$ cat config.mk
export PLATFORM = sky130hd
export DESIGN_NAME = instruction_fetch
export DESIGN_NICKNAME = d
export VERILOG_FILES = /design/src/rtl/cpu_pkg.sv /design/src/rtl/program_counter.sv /design/src/rtl/instruction_fetch.sv
export SDC_FILE = /design/constraint.sdc
export NUM_CORES = 1
export LEC_CHECK = 0
export BUFFER_PORTS_ARGS = -buffer_cell sky130_fd_sc_hd__buf_4
export CORE_ASPECT_RATIO = 1.25
export CORE_MARGIN = 2
export CORE_UTILIZATION = 40
export CTS_CLUSTER_SIZE = 25
export DETAILED_ROUTE_END_ITERATION = 10
export GPL_ROUTABILITY_DRIVEN = 0
export HOLD_SLACK_MARGIN = 0.08
export PLACE_DENSITY_LB_ADDON = 0.05
export SLEW_MARGIN = 20
export SYNTH_ARGS = -nofsm -noshare
export SYNTH_HDL_FRONTEND = slang
export SYNTH_SLANG_ARGS = --single-unit
$ cat constraint.sdc
create_clock -name clk -period 2.4 [get_ports clk]
set_clock_uncertainty 0.2 [all_clocks]
set_input_delay 0.36 -clock clk [delete_from_list [all_inputs] [get_ports clk]]
set_output_delay 0.36 -clock clk [all_outputs]
set_load 0.01 [all_outputs]
$ cat src/rtl/cpu_pkg.sv
// Shared CPU definitions: instruction width, the null instruction and fetch states.
package cpu_pkg;

  localparam int INSTR_WIDTH = 16;
  localparam logic [INSTR_WIDTH-1:0] NULL_INSTR = 16'hFFFF;

  typedef enum logic {
    FETCH = 1'b0,
    HALT  = 1'b1
  } fetch_state_t;

endpackage : cpu_pkg

$ cat src/rtl/program_counter.sv
// Program counter register. A load takes priority over an increment, and the
// increment wraps modulo 2^ADDR_WIDTH.
module program_counter #(
  parameter int ADDR_WIDTH = 8,
  parameter int RESET_PC   = 0
) (
  input  logic                  clk,
  input  logic                  rst,
  input  logic                  load,
  input  logic [ADDR_WIDTH-1:0] load_val,
  input  logic                  inc,
  output logic [ADDR_WIDTH-1:0] pc
);

  // PC update: reset, then redirect load, then sequential increment.
  always_ff @(posedge clk) begin
    // NOTE: clocked state is written with <= so every register samples the
    // pre-edge values; blocking = here would make ordering between blocks matter.
    if (rst) begin
      pc <= ADDR_WIDTH'(RESET_PC);
    end else if (load) begin
      pc <= load_val;
    end else if (inc) begin
      pc <= pc + 1'b1;
    end
  end

endmodule : program_counter

$ cat src/rtl/instruction_fetch.sv
// Fetch stage: addresses program memory from the PC, captures the returned
// word into the instruction register, and handles redirects, stalls and halt.
module instruction_fetch
  import cpu_pkg::*;
#(
  parameter int ADDR_WIDTH = 8,
  parameter int RESET_PC   = 0
) (
  input  logic                   clk,
  input  logic                   rst,
  output logic [ADDR_WIDTH-1:0]  pm_addr,
  input  logic [INSTR_WIDTH-1:0] pm_data,
  input  logic                   stall,
  input  logic                   jump_en,
  input  logic [ADDR_WIDTH-1:0]  jump_addr,
  output logic [INSTR_WIDTH-1:0] instr,
  output logic [ADDR_WIDTH-1:0]  instr_pc,
  output logic                   instr_valid,
  output logic                   halted
);

  fetch_state_t          state, state_next;
  logic                  pc_load, pc_inc, ir_load;
  logic                  valid_next, halted_next;
  logic [ADDR_WIDTH-1:0] pc;

  program_counter #(
    .ADDR_WIDTH(ADDR_WIDTH),
    .RESET_PC  (RESET_PC)
  ) u_pc (
    .clk     (clk),
    .rst     (rst),
    .load    (pc_load),
    .load_val(jump_addr),
    .inc     (pc_inc),
    .pc      (pc)
  );

  // Memory address comes straight from the PC register, never from jump_addr.
  assign pm_addr = pc;

  // State register.
  always_ff @(posedge clk) begin
    if (rst) state <= FETCH;
    else     state <= state_next;
  end

  // Next-state and control decode; jump beats stall, stall beats null detection.
  always_comb begin
    // NOTE: every output gets a default first so no path leaves one unassigned,
    // which would otherwise infer a latch.
    state_next  = state;
    pc_load     = 1'b0;
    pc_inc      = 1'b0;
    ir_load     = 1'b0;
    valid_next  = instr_valid;
    halted_next = halted;
    unique case (state)
      FETCH: begin
        if (jump_en) begin
          pc_load    = 1'b1;
          valid_next = 1'b0;
        end else if (stall) begin
          valid_next = instr_valid;
        end else if (pm_data == NULL_INSTR) begin
          state_next  = HALT;
          halted_next = 1'b1;
          valid_next  = 1'b0;
        end else begin
          ir_load    = 1'b1;
          pc_inc     = 1'b1;
          valid_next = 1'b1;
        end
      end
      HALT: begin
        valid_next  = 1'b0;
        halted_next = 1'b1;
      end
      default: state_next = FETCH;
    endcase
  end

  // Instruction register and status flags.
  always_ff @(posedge clk) begin
    if (rst) begin
      instr       <= '0;
      instr_pc    <= '0;
      instr_valid <= 1'b0;
      halted      <= 1'b0;
    end else begin
      if (ir_load) begin
        instr    <= pm_data;
        instr_pc <= pc;
      end
      instr_valid <= valid_next;
      halted      <= halted_next;
    end
  end

endmodule : instruction_fetch

==> metrics <==
headroom to the max-slew limit=between 60 and 70%; Yosys warning total=0; crit-path cells=buf_4, nand4_1, or4_4, and4_4, nor4_1; post-synth top area share=45.7%; Max Slew Vio Count=0; setup TNS=0 ns; status=finished, final reports clean; Worst EP arrival=about 1.8 ns; Critical path origin=pm_data[2]; Post-synth top cells=dfxtp_1 (35), a21oi_1 (27), nand3_1 (27), o21ai_0 (25), nor2_1 (11); vias in the first global route=approximately 1600; critical path class=input pin to flip-flop; asr flop ratio synth=0%; Avg Cell Area, Syn=about 8 um2; Max Fanout on Critical Path=17; syn_nets=219; core area=~3700 um2; Multi-input gate area=about 760 um2; Gate power share=14.1%; Psw=approximately 0.31 mW; Leak=0.856 nW; Top Layer Used=met4; critical path depth in cells=5; Power Total=around 1.2 mW; H-tree Lvls=2; crit-path leading delay family=simple AND/OR/NAND/NOR gates; largest cells by area after synthesis=dfxtp_1 (46%), a21oi_1 (8.8%), nand3_1 (8.8%); met2 wire length=2.12 mm; Hold Crit Class=input pin to flip-flop; critical path buffer and inverter count=1; Num CTS Buffers=5; M1 WL=between 1.5 and 2 mm; data required time at the worst endpoint=roughly 2.4 ns; Nets=approximately 280; CP Capture Point=u_pc.pc[2]; Max Buffers Root-to-Sink=2; clock latency on the worst-skew pair=0.29 ns; EDFF count, synth=0; Layout Cells excl Fill=approximately 290; # diodes=0; Synth Cell Area=1530 um2; average via count per standard cell=about 5.7; Port Buffers=61; largest area contributor in the netlist=dfxtp_1; worst reg2reg path depth=3; HPWL after DPL=a little over 3 mm; cts hold-fix bufs=0; global route overflow=0; Die Span Y=around 73 um; CTS tree=done; setup violators final=0; first-pass GRT wire length=~7.2 mm; Netlist cell types=31; Final Hold Viols=0; switching part of the total=between 20 and 30%; full die area=approximately 4300 um2; f_max=~560 MHz; initial antenna violation count=0; Worst Slack Setup Final=slightly above 0.6 ns; 1st-iter DRT viols=37; # DRC=0; pre-CTS setup slack=around 0.28 ns; Clock transition at path regs=0.07 ns; Final Core Density=a little under three fifths; fillers=356; largest net degree at the start of global routing=36; crit path launch type=input pin; r2r setup slk=0.61 ns; Slew @ Worst Pin=between 0.4 and 0.5 ns; Die W=59.4 um; Tcrit/Tclk final=~75%; minimum clock period=1.79 ns; worst r2r dst=u_pc.pc[0]; worst hold slack=0.146 ns; Sequential Power Share=51.3%; slowest cell on the critical path=or4_4; most common cell in the netlist=dfxtp_1; Max stage delay on crit path=around 0.69 ns; 1st-pass router iterations=4; max-cap viol count=0; I/O pin cnt=between 60 and 70; placed instance area=just over 2000 um2; routed wire length on met3=around 230 um; dpl cells=280; # rows=25; Internal=approximately 0.92 mW; share of post-route cells with drive strength above 1=a little under a third; Worst VDD drop=just under 0.3 mV; CTS root buf=clkbuf_8; PD cells=between 500 and 600 nW/um2; routed len/inst=around 15 um; P&R area growth vs syn=37.6%; postcts setup bufs=0; number of synthesized register bits=35; post-cts resize count=0; All-Layer GR Usage=between 20% and 30%; Initial Utilization=41.2%; WL final=around 4.3 mm; Antenna Violating Nets Remaining=0; Crit. End Element=flip-flop; via count=around 1600; Post-Synthesis Cells=190; clock group share of total power=between 30% and 40%; Main synth FF type=dfxtp_1; final instance area=between 2000 and 2500 um2; RSZ-0062 raised after global routing=no; clock tree sinks=35; sequential area share after synthesis=45.7%; FF+latch area=701 um2; RR Startpoint=state
[cell type report]
cell class	instances	area share, %
flip-flops and latches	35	33.2
inverters	2	0.356
clock inverters	1	0.237
repair buffers	67	23.9
clock buffers	6	3.92
well taps	40	2.37
multi-input cells	136	36.0
[worst min-delay path by stage]
stage / startpoint / slack [ns] / cells past startpoint / to
3_5_place_dp: halted / 0.25 / 2 / halted
5_1_grt: pm_data[2] / 0.14 / 3 / instr[2]
6_report: pm_data[2] / 0.15 / 3 / instr[2]
2_1_floorplan: halted / 0.27 / 2 / halted
4_1_cts: pm_data[5] / 0.14 / 3 / instr[5]
3_3_place_gp: halted / 0.24 / 2 / halted
[layer usage]
| metal | up-vias | global-route usage (%) |
|---|---|---|
| li1 | 817 | - |
| met1 | 748 | 26.7 |
| met2 | 64 | 35.3 |
| met3 | 8 | 4.08 |
| met4 | 0 | 9.34 |
| met5 | - | 0 |
[power groups by stage]
stage	clock, mW	combinational, mW	sequential (mW)
final	0.426	0.174	0.632
after global routing	0.463	0.192	0.636
after CTS	0.440	0.175	0.632
after detailed placement	0	0.175	0.645
after global placement	0	0.171	0.643
after floorplan	0	0.0672	0.652
[registers in the layout, summed over array words and instances (netlist names)]
name         flops
instr           16
instr_pc         8
u_pc.pc          8
halted           1
instr_valid      1
state            1
[worst reg2reg max path, cell delays in order, from the launching register on]
cell,delay [ns]
dfxtp_1,0.36
or3_1,0.48
or3_1,0.39
a311oi_1,0.26
[placed cells by master (no fill, tap or decap)]
master and count:
and3_1 3, a211oi_1 2, nor3b_1 1, nand2b_1 1, nor3_2 1, o21bai_1 2, dfxtp_1 35, and2_1 1
a31oi_1 1, buf_4 67, nor2_1 11, nand2_1 3, nor3_1 1, ha_1 1, o21ai_1 2, o21ai_0 25
or3_1 3, o31a_1 1, a311oi_1 3, nand4b_1 1, or4_4 1, o31ai_1 1, clkinv_2 1, nor4_2 1
nand3_1 27, inv_1 2, nor4_1 7, clkbuf_8 6, and4_4 1, nor2b_1 1, nand4_1 7, a21oi_1 27
[logic make-up after synthesis]
family,Yosys count,synth area share (%)
AOI/OAI and AO/OA,64,22.8
adders and majority gates,1,0.816
buffers and inverters,19,5.47
DFF,35,45.7
and+or+nand+nor,71,25.2
Power figures use the tool's default switching activity.
